## config.mk

```make
export PLATFORM = sky130hd
export DESIGN_NAME = ram_ctrl
export DESIGN_NICKNAME = d
export VERILOG_FILES = /design/src/rtl/ram_ctrl_pkg.sv /design/src/rtl/ram_rd_arb.sv /design/src/rtl/ram_ctrl.sv
export SDC_FILE = /design/constraint.sdc
export NUM_CORES = 1
export LEC_CHECK = 0
export CAP_MARGIN = 20
export CELL_PAD_IN_SITES_DETAIL_PLACEMENT = 1
export CELL_PAD_IN_SITES_GLOBAL_PLACEMENT = 2
export CORE_ASPECT_RATIO = 0.9
export CORE_MARGIN = 2
export CORE_UTILIZATION = 19
export CTS_CLUSTER_DIAMETER = 200
export CTS_CLUSTER_SIZE = 30
export DETAILED_ROUTE_END_ITERATION = 16
export GPL_TIMING_DRIVEN = 0
export PLACE_DENSITY_LB_ADDON = 0.3
export SLEW_MARGIN = 40
export SYNTH_ARGS = -nofsm -noshare
export SYNTH_HDL_FRONTEND = slang
export SYNTH_SLANG_ARGS = --single-unit
```

## constraint.sdc

```tcl
create_clock -name clk -period 4.7 [get_ports clk]
set_input_delay 0.94 -clock clk [delete_from_list [all_inputs] [get_ports clk]]
set_output_delay 0.94 -clock clk [all_outputs]
set_load 0.005 [all_outputs]
```

## src/rtl/ram_ctrl_pkg.sv

```systemverilog
// Shared types for the character RAM controller: sweep FSM states and read-return tags.
package ram_ctrl_pkg;

   typedef enum logic {ST_IDLE, ST_CLEAR} state_e;

   typedef enum logic [1:0] {TAG_NONE, TAG_VID, TAG_HOST} tag_e;

   // Starvation counter width; covers STARVE values 1..15.
   localparam int unsigned STARVE_W = 4;

endpackage

```

## src/rtl/ram_rd_arb.sv

```systemverilog
// Read-port arbiter: video has priority unless the host has waited STARVE cycles.
// Registers a tag so the returning RAM data can be steered to the right reader.
module ram_rd_arb
   import ram_ctrl_pkg::*;
#(
   parameter int unsigned ADDR_W = 11,
   parameter int unsigned STARVE = 4
) (
   input  logic              clk,
   input  logic              resetn,
   input  logic              v_req,
   input  logic [ADDR_W-1:0] v_addr,
   input  logic              h_req,
   input  logic [ADDR_W-1:0] h_addr,
   output logic              v_gnt,
   output logic              h_gnt,
   output logic [ADDR_W-1:0] raddr,
   output logic              v_valid,
   output logic              h_valid
);

   localparam logic [STARVE_W-1:0] StarveMax = STARVE_W'(STARVE);

   logic [STARVE_W-1:0] starve_cnt_q, starve_cnt_d;
   tag_e                tag_q, tag_d;
   logic                host_win;

   assign host_win = h_req && (starve_cnt_q == StarveMax);

   // Grants are forced low during reset so the RAM sees no stray reads.
   always_comb begin
      v_gnt = resetn && v_req && !host_win;
      h_gnt = resetn && h_req && (!v_req || host_win);
      raddr = h_gnt ? h_addr : v_addr;
   end

   always_comb begin
      starve_cnt_d = starve_cnt_q;
      if (!h_req || h_gnt) begin
         starve_cnt_d = '0;
      end else if (starve_cnt_q != StarveMax) begin
         starve_cnt_d = starve_cnt_q + 1'b1;
      end
   end

   always_comb begin
      tag_d = TAG_NONE;
      if (v_gnt) begin
         tag_d = TAG_VID;
      end else if (h_gnt) begin
         tag_d = TAG_HOST;
      end
   end

   always_ff @(posedge clk or negedge resetn) begin
      if (!resetn) begin
         starve_cnt_q <= '0;
         tag_q        <= TAG_NONE;
      end else begin
         starve_cnt_q <= starve_cnt_d;
         tag_q        <= tag_d;
      end
   end

   assign v_valid = (tag_q == TAG_VID);
   assign h_valid = (tag_q == TAG_HOST);

endmodule

```

## src/rtl/ram_ctrl.sv

```systemverilog
// Shares one dual-port character RAM between video scanout and host, and runs a
// full-RAM clear sweep that preempts host writes while reads keep arbitrating.
module ram_ctrl
   import ram_ctrl_pkg::*;
#(
   parameter int unsigned       ADDR_W = 11,
   parameter int unsigned       DATA_W = 8,
   parameter logic [DATA_W-1:0] FILL   = 'h20,
   parameter int unsigned       STARVE = 4
) (
   input  logic              clk,
   input  logic              resetn,
   input  logic              v_req,
   input  logic [ADDR_W-1:0] v_addr,
   output logic              v_gnt,
   output logic              v_valid,
   output logic [DATA_W-1:0] v_data,
   input  logic              h_req,
   input  logic [ADDR_W-1:0] h_addr,
   output logic              h_gnt,
   output logic              h_valid,
   output logic [DATA_W-1:0] h_data,
   input  logic              h_wr_req,
   input  logic [ADDR_W-1:0] h_waddr,
   input  logic [DATA_W-1:0] h_wdata,
   output logic              h_wr_ack,
   input  logic              clr_start,
   output logic              clr_busy,
   output logic [ADDR_W-1:0] ram_raddr,
   input  logic [DATA_W-1:0] ram_dout,
   output logic              ram_we,
   output logic [ADDR_W-1:0] ram_waddr,
   output logic [DATA_W-1:0] ram_din
);

   state_e            state_q, state_d;
   logic [ADDR_W-1:0] clr_cnt_q, clr_cnt_d;

   ram_rd_arb #(
      .ADDR_W (ADDR_W),
      .STARVE (STARVE)
   ) u_rd_arb (
      .clk     (clk),
      .resetn  (resetn),
      .v_req   (v_req),
      .v_addr  (v_addr),
      .h_req   (h_req),
      .h_addr  (h_addr),
      .v_gnt   (v_gnt),
      .h_gnt   (h_gnt),
      .raddr   (ram_raddr),
      .v_valid (v_valid),
      .h_valid (h_valid)
   );

   // Registered RAM output is shared; the tagged valid says who owns it.
   assign v_data = ram_dout;
   assign h_data = ram_dout;

   always_ff @(posedge clk or negedge resetn) begin
      if (!resetn) begin
         state_q   <= ST_IDLE;
         clr_cnt_q <= '0;
      end else begin
         state_q   <= state_d;
         clr_cnt_q <= clr_cnt_d;
      end
   end

   always_comb begin
      state_d   = state_q;
      clr_cnt_d = clr_cnt_q;
      case (state_q)
         ST_IDLE: begin
            if (clr_start) begin
               state_d   = ST_CLEAR;
               clr_cnt_d = '0;
            end
         end
         ST_CLEAR: begin
            clr_cnt_d = clr_cnt_q + 1'b1;
            if (clr_cnt_q == '1) begin
               state_d = ST_IDLE;
            end
         end
         default: state_d = ST_IDLE;
      endcase
   end

   // The sweep owns the write port; host writes stay pending until it finishes.
   always_comb begin
      clr_busy  = (state_q == ST_CLEAR);
      ram_we    = resetn && h_wr_req;
      h_wr_ack  = resetn && h_wr_req;
      ram_waddr = h_waddr;
      ram_din   = h_wdata;
      if (state_q == ST_CLEAR) begin
         ram_we    = resetn;
         h_wr_ack  = 1'b0;
         ram_waddr = clr_cnt_q;
         ram_din   = FILL;
      end
   end

endmodule

```

==> flow_summary.ini <==
[power_and_ir_drop]
switching_share_pct = 32.6
ir_drop_mv = 0.0972
internal_power_uw = 483
p_leak_uw = 0.00101
power.share.clock_pct = 18.5
power_density_nw_per_um2 = 279
p_sw_uw = 234
p_seq_share_pct = 36.1
p_total_uw = 717
combPwrFrac_pct = 45.5

[sta]
fin_crit_sh_pct = 80.1
period_minus_slack_ns = 3.76
hold_viol_final = 0
tns_ns = 0
relSlewSlack_pct = 64.8
grt_setup_unrepaired = no
worst_slack_ns = 0.935
slew_viol_final = 0
fin_worst_skew_ns = 0.00648
final-setup-viol-count = 0
clock.fmax_ghz = 0.266
worst_pin_slew_ns = 0.528

[floorplan]
dieHeight_um = 85.8
io_pins = 108
die_w_um = 94.9
core-area_sq_um = 7110
floorplan.initialDensity_pct = 19.8
placementRows = 29
dieArea_sq_um = 8130

[clock_network]
htree_levels = 1
clk_pin_slew_worst_paths_ns = 0.07
cts_tree = yes
clock_latency_ns = 0.26
cts_buffers = 3
clock_sinks = 18
cts-root-buf = clkbuf_8
cts_setup_buffers = 0
postCtsResizedCells = 0
cts_hold_buf = 0
cts_max_path_buffers = 2

[routing]
drt-initial-drc-count = 51
wl_mm = 4.45
vias = 1502
route.detailed.drc = 0
drt_first_pass_iters = 4
drt-wirelength-per-cell_um = 13.0
avgViaCountPerCell = 4.39
drtAntennaViolNets = 0

[layout]
nFillCells = 823
finalNetCount = 308
final_cells = 342
diodes = 0
drive_gt1_share_pct = 21.3
fin_util_pct = 36.1
area.growth.synth_to_final_pct = 82.0

[global_routing]
antenna_found_initial = 0
grt_pass1_wl_mm = 7.47
grt_pass1_vias = 1633
grt_overflow_total = 0
grt_use_total_pct = 11.3
grt_max_degree = 25

[synthesis]
avgSynthCellArea_sq_um = 9.67
netlist_top_cells_count = mux2_2 (23), dfrtp_1 (18), buf_4 (16), nor2b_1 (12), nand2_1 (10)
ys_ff_latch = 18
synth.area.top_cells = dfrtp_1 (32%), mux2_2 (18%), buf_4 (8.5%)
yosysTopAreaCell = dfrtp_1
synth_top_area_share_pct = 31.9
netlist_area_sq_um = 1410
yosysSeqAreaShare_pct = 31.9
yosys_warnings = 0
syn_inst = 146
synth.most_common_cell = mux2_2
synth_cell_type_count = 36
synth_ff_type = dfrtp_1
synth_edf_count = 0
ys_async_sr_fraction_pct = 100
synth_nets = 204

[placed_design]
dpl_worst_slack_ns = 0.915
place_hpwl_mm = 3.61
dp.cells = 338
gp_congestion = 0.710
port_buffers = 99

[outcome]
status = completed

[run]
maxCapViolations = 0

[critical_path]
start_kind = input port
cp-end-kind = primary output
path_max_fanout = 10
required_ns = 3.76
cp_data_arrival_time_ns = 2.82
crit_type = input port to primary output

[min_path]
hold_class = register to register
-- layout make-up --
| class | count | area [sq um] | share of cell area (%) |
|---|---|---|---|
| plain buffers | 22 | 155 | 6.04 |
| inverters | 3 | 11.3 | 0.438 |
| repair buffers | 99 | 986 | 38.4 |
| clock buffers | 4 | 55.1 | 2.14 |
| multi-input cells | 103 | 795 | 30.9 |
| flip-flops and latches | 18 | 450 | 17.5 |
| well taps | 93 | 116 | 4.53 |
-- critical path, cell delays in order --
cell and delay (ns):
clkdlybuf4s50_1 0.56, nand2_1 0.13, a21oi_4 0.21, buf_6 0.17, mux2_2 0.34, clkdlybuf4s50_1 0.47
-- stage by stage --
stage                     area (sq um)  hold slack, ns
after detailed placement          2510           0.556
after floorplan                   1410           0.485
after global placement            2520           0.545
after CTS                         2570           0.568
final                             2570           0.574
after global routing              2570           0.597
-- registers in the layout, indices dropped and copies added (netlist names) --
| register | count |
|---|---|
| clr_busy | 1 |
| u_rd_arb.tag_q | 2 |
| clr_cnt_q | 11 |
| u_rd_arb.starve_cnt_q | 4 |
-- path summary, 6_finish.rpt --
| check | start | end | slack (ns) | depth (start not counted) |
|---|---|---|---|---|
| setup / recovery | h_req | ram_raddr[9] | 0.94 | 6 |
| hold / removal | clr_cnt_q[7] | clr_cnt_q[7] | 0.57 | 1 |
| setup reg to reg | clr_cnt_q[0] | clr_cnt_q[10] | 3.07 | 4 |
| max in group asynchronous | resetn | clr_busy | 3.70 | 1 |
| hold reg to reg | clr_cnt_q[7] | clr_cnt_q[7] | 0.57 | 1 |
| min in group asynchronous | resetn | clr_cnt_q[5] | 0.65 | 1 |
-- power groups by stage --
stage          clock network [uW]  registers, uW  logic, uW
6_report                      132            259        326
5_1_grt                       145            268        361
4_1_cts                       138            257        331
3_5_place_dp                    0            260        328
3_3_place_gp                    0            259        324
2_1_floorplan                   0            240        160
-- metal layers --
layer	vias to the layer above	GRT usage, %	routed length (um)
met3	2	5.89	708
met2	91	18.3	1820
met4	0	2.37	14
met5	-	0	0
li1	717	-	-
met1	692	13.4	1910
-- kinds of logic after synthesis --
group / after synthesis / synth area share (%)
muxes: 25 / 19.8
xor gates and xnor gates: 1 / 0.621
and+or+nand+nor: 48 / 20.0
buffers and inverters: 25 / 11.8
AOI/OAI and AO/OA: 26 / 13.2
DFF: 18 / 31.9
adders and majority gates: 3 / 2.66
-- placed cells by master (no fill, tap or decap), types with 2 or more instances in the layout --
cell and n:
inv_1 3, nand2b_1 5, mux2_2 23, nand2_1 10, mux2i_1 2, o21ai_0 6, nand4_1 5, clkbuf_8 4
buf_4 16, buf_2 5, dfrtp_1 18, nor2b_1 12, o31ai_1 3, nor2_1 4, nand3_1 6, clkdlybuf4s50_1 98
a21oi_1 4, o211ai_1 3, ha_1 3
(Power assumes the default switching activity.)
==> patch (same flow settings) <==
The 3 values of `tag_e` get a one-hot encoding in 3 bits.
--- a/src/rtl/ram_ctrl_pkg.sv
+++ b/src/rtl/ram_ctrl_pkg.sv
@@ -3,7 +3,7 @@
 
    typedef enum logic {ST_IDLE, ST_CLEAR} state_e;
 
-   typedef enum logic [1:0] {TAG_NONE, TAG_VID, TAG_HOST} tag_e;
+   typedef enum logic [2:0] {TAG_NONE = 3'b001, TAG_VID = 3'b010, TAG_HOST = 3'b100} tag_e;
 
    // Starvation counter width; covers STARVE values 1..15.
    localparam int unsigned STARVE_W = 4;
Check against the original RTL: same outputs for any inputs over 10 cycles, from zero or initial values and one cycle with resetn low; not proved beyond that.
==> patch against the unedited design <==
Sequential cell count up 1. Combinational power decreased by 8.0%. Clock power decreased by 9%. Worst setup slack better by 26 ps. Wire length decreased by 5.6%. Register-to-register slack improved by 100 ps. Fmax increased by 0.70%. Total power is 4.9% lower. Synthesized area grew 2.0%. Critical path depth did not move. Clock skew down 3.1 ps. Highest routed layer unchanged. Final area up 0.88%.
==> patch: results (changes against the unedited design) <==
n_all_inverters: 5  # was 3
reg2reg_to: "u_rd_arb.starve_cnt_q[0]$_DFFE_PN0P_"  # was clr_cnt_q[10]$_DFFE_PN0P_
hold_start: "clr_cnt_q[10]$_DFFE_PN0P_"  # was clr_cnt_q[7]$_DFFE_PN0P_
num-multi-input-gates: 101  # was 103
drt-initial-drc-count: 10  # was 51
use_met2: 0.180  # was 0.183
synth_fa_ha_area_frac: 0.0261  # was 0.0266
reg2regPathDepth: 6  # was 4
rrSetupSlack_ps: 3170  # was 3070 ps
use_met1: 0.114  # was 0.134
grt_pass1_wl_microns: 6760  # was 7470 microns
signal_buffers: 120  # was 121
outcome: "finished clean"  # unchanged
wl_met2_microns: 2110  # was 1820 microns
nFillCells: 849  # was 823
clock_sinks: 19  # was 18
muxShareOfSynthArea: 0.205  # was 0.198
p_leak_nw: 1.05  # was 1.01 nW
p_int_uw: 467  # was 483 uW
whs_endpoint: "clr_busy$_DFF_PN0_"  # was clr_cnt_q[7]$_DFFE_PN0P_
cp-startpoint: "resetn"  # was h_req
worst_slew_margin_rel: 0.655  # was 0.648
biggestRegsByFlops: "clr_cnt_q: 11 flops, u_rd_arb.starve_cnt_q: 4 flops, u_rd_arb.tag_q: 3 flops"  # was clr_cnt_q: 11 flops, u_rd_arb.starve_cnt_q: 4 flops, u_rd_arb.tag_q: 2 flops
critical_path_arrival_ps: 2800  # was 2820 ps
firstDrtPassIters: 3  # was 4
dp_hpwl_microns: 3470  # was 3610 microns
m1WireLength_microns: 1600  # was 1910 microns
drive_above_1_share: 0.209  # was 0.213
routed_wl_microns: 4200  # was 4450 microns
ir_drop_uv: 91.6  # was 97.2 uV
finalClockSkew_ps: 3.35  # was 6.48 ps
multi_input_area_share: 0.302  # was 0.309
crit_fanout: 24  # was 10
grt_use_met3: 0.0478  # was 0.0589
routed-via-count: 1468  # was 1502
setup.worst_path.end: "ram_raddr[8]"  # was ram_raddr[9]
ys_seq_area_frac: 0.331  # was 0.319
wl_met3_microns: 483  # was 708 microns
synth_compound_area_frac: 0.116  # was 0.132
[patch: cell count changes after synthesis, moves of 3 or more]
cell,unedited run,this run
o21ai_0,6,9
nor2b_1,12,8
mux2_4,0,5
nand2b_1,5,1
mux2_2,23,16
nor3_1,0,6
[patch: power by group through the flow]
stage	Combinational, mW	Clock [mW]	Sequential (mW)
detailed placement	0.305	0	0.266
finish	0.300	0.120	0.262
global route	0.333	0.134	0.271
floorplan	0.143	0	0.247
CTS	0.306	0.127	0.263
global placement	0.301	0	0.266
[patch: metrics by stage]
step                setup WS, ps  utilization  power (mW)  hold WS (ps)  std cells
floorplan                   2050            -       0.390           470        146
global placement            42.5        0.343       0.567           511        341
detailed placement           879        0.342       0.571           513        341
CTS                          869        0.349       0.696           536        345
global route                 762        0.349       0.737           579        345
finish                       961        0.349       0.682           539        345
[patch: critical path: stages]
cell	delay, ps
buf_2	420
nand2_1	200
a21oi_4	300
buf_12	180
mux2_4	290
clkdlybuf4s50_1	460
